`config.mk`:
```
export PLATFORM = sky130hd
export DESIGN_NAME = bpred_btb
export DESIGN_NICKNAME = d
export VERILOG_FILES = /design/src/rtl/bpred_pkg.sv /design/src/rtl/sat_counter_array.sv /design/src/rtl/bpred_btb.sv
export SDC_FILE = /design/constraint.sdc
export NUM_CORES = 2
export LEC_CHECK = 0
export ABC_CLOCK_PERIOD_IN_PS = 6850
export BUFFER_PORTS_ARGS = -buffer_cell sky130_fd_sc_hd__clkbuf_2
export CELL_PAD_IN_SITES_DETAIL_PLACEMENT = 1
export CELL_PAD_IN_SITES_GLOBAL_PLACEMENT = 2
export CORE_UTILIZATION = 25
export DETAILED_ROUTE_END_ITERATION = 12
export GPL_TIMING_DRIVEN = 1
export PLACE_DENSITY = 0.52
export SLEW_MARGIN = 20
export SYNTH_ARGS = -nofsm -noshare
export SYNTH_HDL_FRONTEND = slang
export SYNTH_HIERARCHICAL = 1
export SYNTH_SLANG_ARGS = --single-unit
```
`constraint.sdc`:
```
create_clock -name clk -period 6.85 [get_ports clk]
set_input_delay 1.37 -clock clk [delete_from_list [all_inputs] [get_ports clk]]
set_output_delay 1.37 -clock clk [all_outputs]
set_load 0.1 [all_outputs]
```
`src/rtl/bpred_pkg.sv`:
```
// Shared definitions for the branch target buffer: counter states, the
// counter update operations, the lookup entry view and the saturating step.
package bpred_pkg;

  localparam int MAX_PC_W  = 64;
  localparam int MAX_CNT_W = 4;

  // Named states of the classic 2-bit predictor counter.
  localparam logic [1:0] CNT2_SNT = 2'd0;
  localparam logic [1:0] CNT2_WNT = 2'd1;
  localparam logic [1:0] CNT2_WT  = 2'd2;
  localparam logic [1:0] CNT2_ST  = 2'd3;

  typedef enum logic [1:0] {
    CNT_HOLD = 2'd0,
    CNT_INC  = 2'd1,
    CNT_DEC  = 2'd2,
    CNT_INIT = 2'd3
  } cnt_op_e;

  // Fields are sized for the widest configuration; callers zero-extend.
  typedef struct packed {
    logic                 valid;
    logic [MAX_PC_W-1:0]  tag;
    logic [MAX_PC_W-1:0]  target;
    logic [MAX_CNT_W-1:0] cnt;
  } btb_entry_t;

  function automatic logic [MAX_CNT_W-1:0] cnt_sat_step(
    input logic [MAX_CNT_W-1:0] cnt,
    input logic [MAX_CNT_W-1:0] cnt_max,
    input logic                 up
  );
    logic [MAX_CNT_W-1:0] res;
    if (up) begin
      res = (cnt >= cnt_max) ? cnt : cnt + 4'd1;
    end else begin
      res = (cnt == 4'd0) ? cnt : cnt - 4'd1;
    end
    return res;
  endfunction

endpackage

```
`src/rtl/sat_counter_array.sv`:
```
// Array of saturating prediction counters: one combinational read port and
// one read-modify-write port, cleared by synchronous reset.
module sat_counter_array
  import bpred_pkg::*;
#(
  parameter  int ENTRIES = 64,
  parameter  int CNT_W   = 2,
  localparam int IW      = $clog2(ENTRIES)
) (
  input  logic            clk,
  input  logic            rst,
  input  logic [IW-1:0]   rd_idx,
  output logic [CNT_W-1:0] rd_cnt,
  input  logic [IW-1:0]   wr_idx,
  input  cnt_op_e         wr_op
);

  localparam logic [MAX_CNT_W-1:0] CNT_MAX  = MAX_CNT_W'((2 ** CNT_W) - 1);
  localparam logic [CNT_W-1:0]     CNT_WEAK = CNT_W'(2 ** (CNT_W - 1));

  logic [CNT_W-1:0] cnt_r [ENTRIES];
  logic [CNT_W-1:0] wr_cur_s;
  logic [CNT_W-1:0] wr_next_s;

  assign rd_cnt   = cnt_r[rd_idx];
  assign wr_cur_s = cnt_r[wr_idx];

  // Next value of the counter addressed by the write port.
  always_comb begin
    wr_next_s = wr_cur_s;
    case (wr_op)
      CNT_INC:  wr_next_s = CNT_W'(cnt_sat_step(MAX_CNT_W'(wr_cur_s), CNT_MAX, 1'b1));
      CNT_DEC:  wr_next_s = CNT_W'(cnt_sat_step(MAX_CNT_W'(wr_cur_s), CNT_MAX, 1'b0));
      CNT_INIT: wr_next_s = CNT_WEAK;
      default:  wr_next_s = wr_cur_s;
    endcase
  end

  // Counter storage; reset wins over a concurrent write.
  always_ff @(posedge clk) begin
    if (rst) begin
      for (int i = 0; i < ENTRIES; i++) begin
        cnt_r[i] <= '0;
      end
    end else if (wr_op != CNT_HOLD) begin
      cnt_r[wr_idx] <= wr_next_s;
    end
  end

endmodule

```
`src/rtl/bpred_btb.sv`:
```
// Branch target buffer with saturating counters and optional gshare indexing:
// same-cycle prediction for fetch, training and mispredict detection at decode.
module bpred_btb
  import bpred_pkg::*;
#(
  parameter  int ENTRIES = 64,
  parameter  int PC_W    = 32,
  parameter  int CNT_W   = 2,
  parameter  int GHR_W   = 0,
  parameter  int STAT_W  = 16,
  localparam int IW      = $clog2(ENTRIES)
) (
  input  logic              clk,
  input  logic              rst,
  input  logic [PC_W-1:0]   pc_f,
  output logic              pred_hit,
  output logic              pred_taken,
  output logic [PC_W-1:0]   pred_target,
  output logic [IW-1:0]     pred_idx,
  input  logic              upd_valid,
  input  logic [PC_W-1:0]   upd_pc,
  input  logic [IW-1:0]     upd_idx,
  input  logic              upd_pred_taken,
  input  logic [PC_W-1:0]   upd_pred_target,
  input  logic              upd_taken,
  input  logic [PC_W-1:0]   upd_target,
  output logic              mispredict_taken,
  output logic              mispredict_not_taken,
  output logic              mispredict_target,
  output logic [STAT_W-1:0] stat_branches,
  output logic [STAT_W-1:0] stat_mispredicts
);

  localparam int TAG_W = PC_W - IW - 2;

  logic              valid_r  [ENTRIES];
  logic [TAG_W-1:0]  tag_r    [ENTRIES];
  logic [PC_W-1:0]   target_r [ENTRIES];

  logic [IW-1:0]     hist_idx_s;
  logic [IW-1:0]     lk_idx_s;
  logic [CNT_W-1:0]  lk_cnt_s;
  btb_entry_t        lk_s;
  logic              upd_hit_s;
  logic              mp_any_s;
  cnt_op_e           upd_op_s;

  generate
    if (GHR_W > 0) begin : g_ghr
      logic [GHR_W-1:0] ghr_r;
      // Committed branch history, shifted in at resolution.
      always_ff @(posedge clk) begin
        if (rst) begin
          ghr_r <= '0;
        end else if (upd_valid) begin
          ghr_r <= GHR_W'({ghr_r, upd_taken});
        end
      end
      assign hist_idx_s = IW'(ghr_r);
    end else begin : g_no_ghr
      assign hist_idx_s = '0;
    end
  endgenerate

  assign lk_idx_s = pc_f[IW+1:2] ^ hist_idx_s;
  assign pred_idx = lk_idx_s;

  // Gather the entry addressed by the fetch PC.
  always_comb begin
    lk_s        = '0;
    lk_s.valid  = valid_r[lk_idx_s];
    lk_s.tag    = MAX_PC_W'(tag_r[lk_idx_s]);
    lk_s.target = MAX_PC_W'(target_r[lk_idx_s]);
    lk_s.cnt    = MAX_CNT_W'(lk_cnt_s);
  end

  assign pred_hit    = lk_s.valid && (lk_s.tag == MAX_PC_W'(pc_f[PC_W-1:IW+2]));
  assign pred_taken  = pred_hit && lk_s.cnt[CNT_W-1];
  assign pred_target = pred_hit ? lk_s.target[PC_W-1:0] : '0;

  assign upd_hit_s = valid_r[upd_idx] && (tag_r[upd_idx] == upd_pc[PC_W-1:IW+2]);

  // The three cases are disjoint in (predicted, actual), so at most one fires.
  assign mispredict_taken     = upd_valid && !upd_pred_taken && upd_taken;
  assign mispredict_not_taken = upd_valid && upd_pred_taken && !upd_taken;
  assign mispredict_target    = upd_valid && upd_pred_taken && upd_taken &&
                                (upd_pred_target != upd_target);
  assign mp_any_s = mispredict_taken || mispredict_not_taken || mispredict_target;

  // Counter action for the resolved branch; not-taken misses never allocate.
  always_comb begin
    upd_op_s = CNT_HOLD;
    if (upd_valid) begin
      if (upd_hit_s) begin
        upd_op_s = upd_taken ? CNT_INC : CNT_DEC;
      end else if (upd_taken) begin
        upd_op_s = CNT_INIT;
      end else begin
        upd_op_s = CNT_HOLD;
      end
    end else begin
      upd_op_s = CNT_HOLD;
    end
  end

  sat_counter_array #(
    .ENTRIES (ENTRIES),
    .CNT_W   (CNT_W)
  ) u_cnt (
    .clk    (clk),
    .rst    (rst),
    .rd_idx (lk_idx_s),
    .rd_cnt (lk_cnt_s),
    .wr_idx (upd_idx),
    .wr_op  (upd_op_s)
  );

  // Valid bits; a taken branch either refreshes a hit or allocates.
  always_ff @(posedge clk) begin
    if (rst) begin
      for (int i = 0; i < ENTRIES; i++) begin
        valid_r[i] <= 1'b0;
      end
    end else if (upd_valid && upd_taken) begin
      valid_r[upd_idx] <= 1'b1;
    end
  end

  // Tag and target payload, left uninitialised across reset.
  always_ff @(posedge clk) begin
    if (!rst && upd_valid && upd_taken) begin
      tag_r[upd_idx]    <= upd_pc[PC_W-1:IW+2];
      target_r[upd_idx] <= upd_target;
    end
  end

  // Saturating branch and mispredict counters.
  always_ff @(posedge clk) begin
    if (rst) begin
      stat_branches    <= '0;
      stat_mispredicts <= '0;
    end else begin
      if (upd_valid && (stat_branches != '1)) begin
        stat_branches <= stat_branches + STAT_W'(1);
      end
      if (mp_any_s && (stat_mispredicts != '1)) begin
        stat_mispredicts <= stat_mispredicts + STAT_W'(1);
      end
    end
  end

endmodule

```
==> results.md <==
* Tot Pwr at 52290 uW
* Post-Syn Instances at 7861
* Crit path depth at 16
* Nets at 8940
* Die width at 803.7 um
* Crit path buf inv count at 9
* Net Sw Power at 12280 uW
* Fillers at 64790
* Worst-skew pair later-pin latency at 1.08 ns
* Setup Skew at 0.09460 ns
* Global-route wire length before repair at 897.4 mm
* Place WS at -1.240 ns
* Core area at 640800 um^2
* Clock slew at reported path FFs at 0.06 ns
* Most frequent cells in the layout: edfxtp_1, mux4_2, buf_4, clkbuf_16, buf_12
* Fin worst setup slack at -0.7331 ns
* Share of cells above drive strength 1 at 36.49%
* Initial antenna violation count at 60
* Peak Freq at 0.1319 GHz
* Outcome: finished with violations
* Hold-fix buffer count after cts at 0
* Syn-to-layout area delta at 21.50%
* Unrepaired setup endpoints after global routing: yes
* Initial core utilization at 25.08%
* Arrival @ worst endpoint at 6.21 ns
* Internal at 40010 uW
* Worst path slowest cell: nand4_1
* Final setup vio count at 34
* Min-Delay Path Class: reg -> reg
* Worst Hold End: valid_r[41]
* HPWL after detailed placement at 407.5 mm
* Critical Path Sink Type: output port
* Routed WL per cell at 38.15 um
* Dpl cells at 16940
* Average size of a mapped cell at 20.44 um^2
* Gr busiest metal: met2
* Peak fanout along the critical path at 12
* Met2 usage at 33.39%
* Commonest non-fill, non-tap cell in the layout: edfxtp_1
* Leakage Power at 0.06061 uW
* Reg-to-reg slack, setup at 0.78 ns
* CTS tree: built
* I/O Pins at 214
* IO Port Bufs at 203
* Rows at 294
* Crit path max-delay family: buffers and inverters
* First-pass DRT Iterations at 9
* Final hold vios at 0
* Non-Filler Instances at 17750
* Post-synthesis instance area at 160700 um^2
* Reg-to-reg startpoint: tag_r[14][11]
* PwrDens at 267.8 nW/um^2
* Crit-path max cell delay at 0.63 ns
* Die area at 646000 um^2
* Worst-Margin Slew at 1.233 ns
* Sequential power share at 49.1%
* Critical hold path startpoint: valid_r[41]
* Slew Viols, Final at 0
* Worst rel slew slack at 17.63%
* Logic pwr share at 7.5%
* Max cap viols at 0
* Remaining antenna violation count at 0
* Startpoint class of the critical path: input port
* Synth Net Count at 8002
* GRT Util Overall at 20.31%
* Clock share of power at 43.5%
* Clk sinks at 3808
* CTS buffer count at 421
* Total grt overflow at 0
* Crit share post-route at 110.7%
* Post-route DRC at 6
* CP cell instances: buf_16, buf_16, buf_12, mux4_2, mux4_2, mux4_2, xnor2_2, nand4_1, buf_4, nor4_4, buf_12, buf_12, buf_12, clkbuf_16, and3_4, buf_12
* Vias/cell at 5.262
* Max Buffers Root-to-Sink at 4
* Worst Setup Path Type: in -> out
* FF-to-FF End: u_cnt/cnt_r[25][0]
* Worst EP required at 5.48 ns
* FF-to-FF path depth at 18
* Worst vdd ir at 0.0002415 V
* GR Util met1 at 26.73%
* Hold depth at 2
* Vias after detailed routing at 93410
* GRT met3 Usage at 3.326%
* Net Sw Frac at 23.48%
* Die Y at 803.7 um
* Starting DRT DRC Count at 11720
* Vias in the first global route at 97120
* Root buffer cell: clkbuf_16
* Drt total wl at 677.2 mm
* Routability cong. at 0.8295
* H-tree levels at 5
* Most used cell, CP: buf_12
* Largest net degree at the start of global routing at 129
* Synth warn at 6
* Failing checks: DRC, setup timing
* Post-route minimum period at 7.583 ns
-- power groups by stage --
stage / registers (uW) / logic [uW] / clock network, uW
floorplan: 26200 / 1890 / 0
global placement: 26100 / 3840 / 0
detailed placement: 26100 / 3870 / 0
CTS: 25700 / 3920 / 23200
global route: 25700 / 4050 / 23900
finish: 25700 / 3910 / 22700
-- cell type report --
class                   instances  area [um^2]  area share, %
diodes                         21        52.55        0.02692
clock buffers                 518        10960          5.615
clock inverters               251         2619          1.341
inverters                      83        319.1         0.1634
multi-input cells            3378        45330          23.22
flip-flops and latches       3808       113400          58.08
well taps                    8584        10740          5.501
repair buffers               1107        11830          6.058
-- sequential cells by signal, summed over array words and instances, names as in the netlist --
register / cells
target_r: 2048
valid_r: 64
stat_mispredicts: 16
stat_branches: 16
tag_r: 1536
u_cnt/cnt_r: 128
-- how the worst max path moves through the flow --
| stage | from | end | slack (ns) |
|---|---|---|---|
| 2_1_floorplan | pc_f[2] | pred_target[16] | -0.32 |
| 6_report | pc_f[2] | pred_target[27] | -0.73 |
| 3_5_place_dp | pc_f[2] | pred_target[9] | -1.24 |
| 3_3_place_gp | pc_f[2] | pred_target[9] | -1.27 |
| 5_1_grt | pc_f[2] | pred_target[27] | -0.66 |
| 4_1_cts | pc_f[2] | pred_target[9] | -0.68 |
-- layer usage --
metal / vias to the layer above / part of all wire [%] / wire length [um]
met5: - / 0.010 / 68
met4: 10 / 4.6 / 31330
met3: 1127 / 6.7 / 45220
met2: 4387 / 48 / 323300
met1: 52180 / 41 / 277300
li1: 35710 / - / -
-- what timing repair did --
action                                  in CTS  in global routing
buffers inserted                            18                  3
hold endpoints to repair                     0                  0
resized for setup                           44                 21
endpoints found under the setup margin      34                 34
cloned                                       3                  3
pin swaps                                   21                  5
-- worst reg2reg max path, delay by kind of cell, from the launching register on --
kind	cells	cell delay, ns
buffers and inverters	4	0.91
AO/OA/AOI/OAI	2	1.42
multiplexers	2	0.78
XOR/XNOR	1	0.12
AND/OR/NAND/NOR	9	2.10
flip-flops	1	0.41
-- stage by stage --
step	setup TNS [ns]	hold slack (ns)	instance area, um^2	util (%)
2_1_floorplan	-2.275	0.4569	160700	-
4_1_cts	-21.37	0.4940	195000	30.44
6_report	-22.26	0.4908	195200	30.47
3_3_place_gp	-134.60	0.4659	180900	28.23
3_5_place_dp	-127.30	0.4846	180900	28.24
5_1_grt	-19.84	0.5135	195200	30.46
Power figures use the tool's default switching activity.
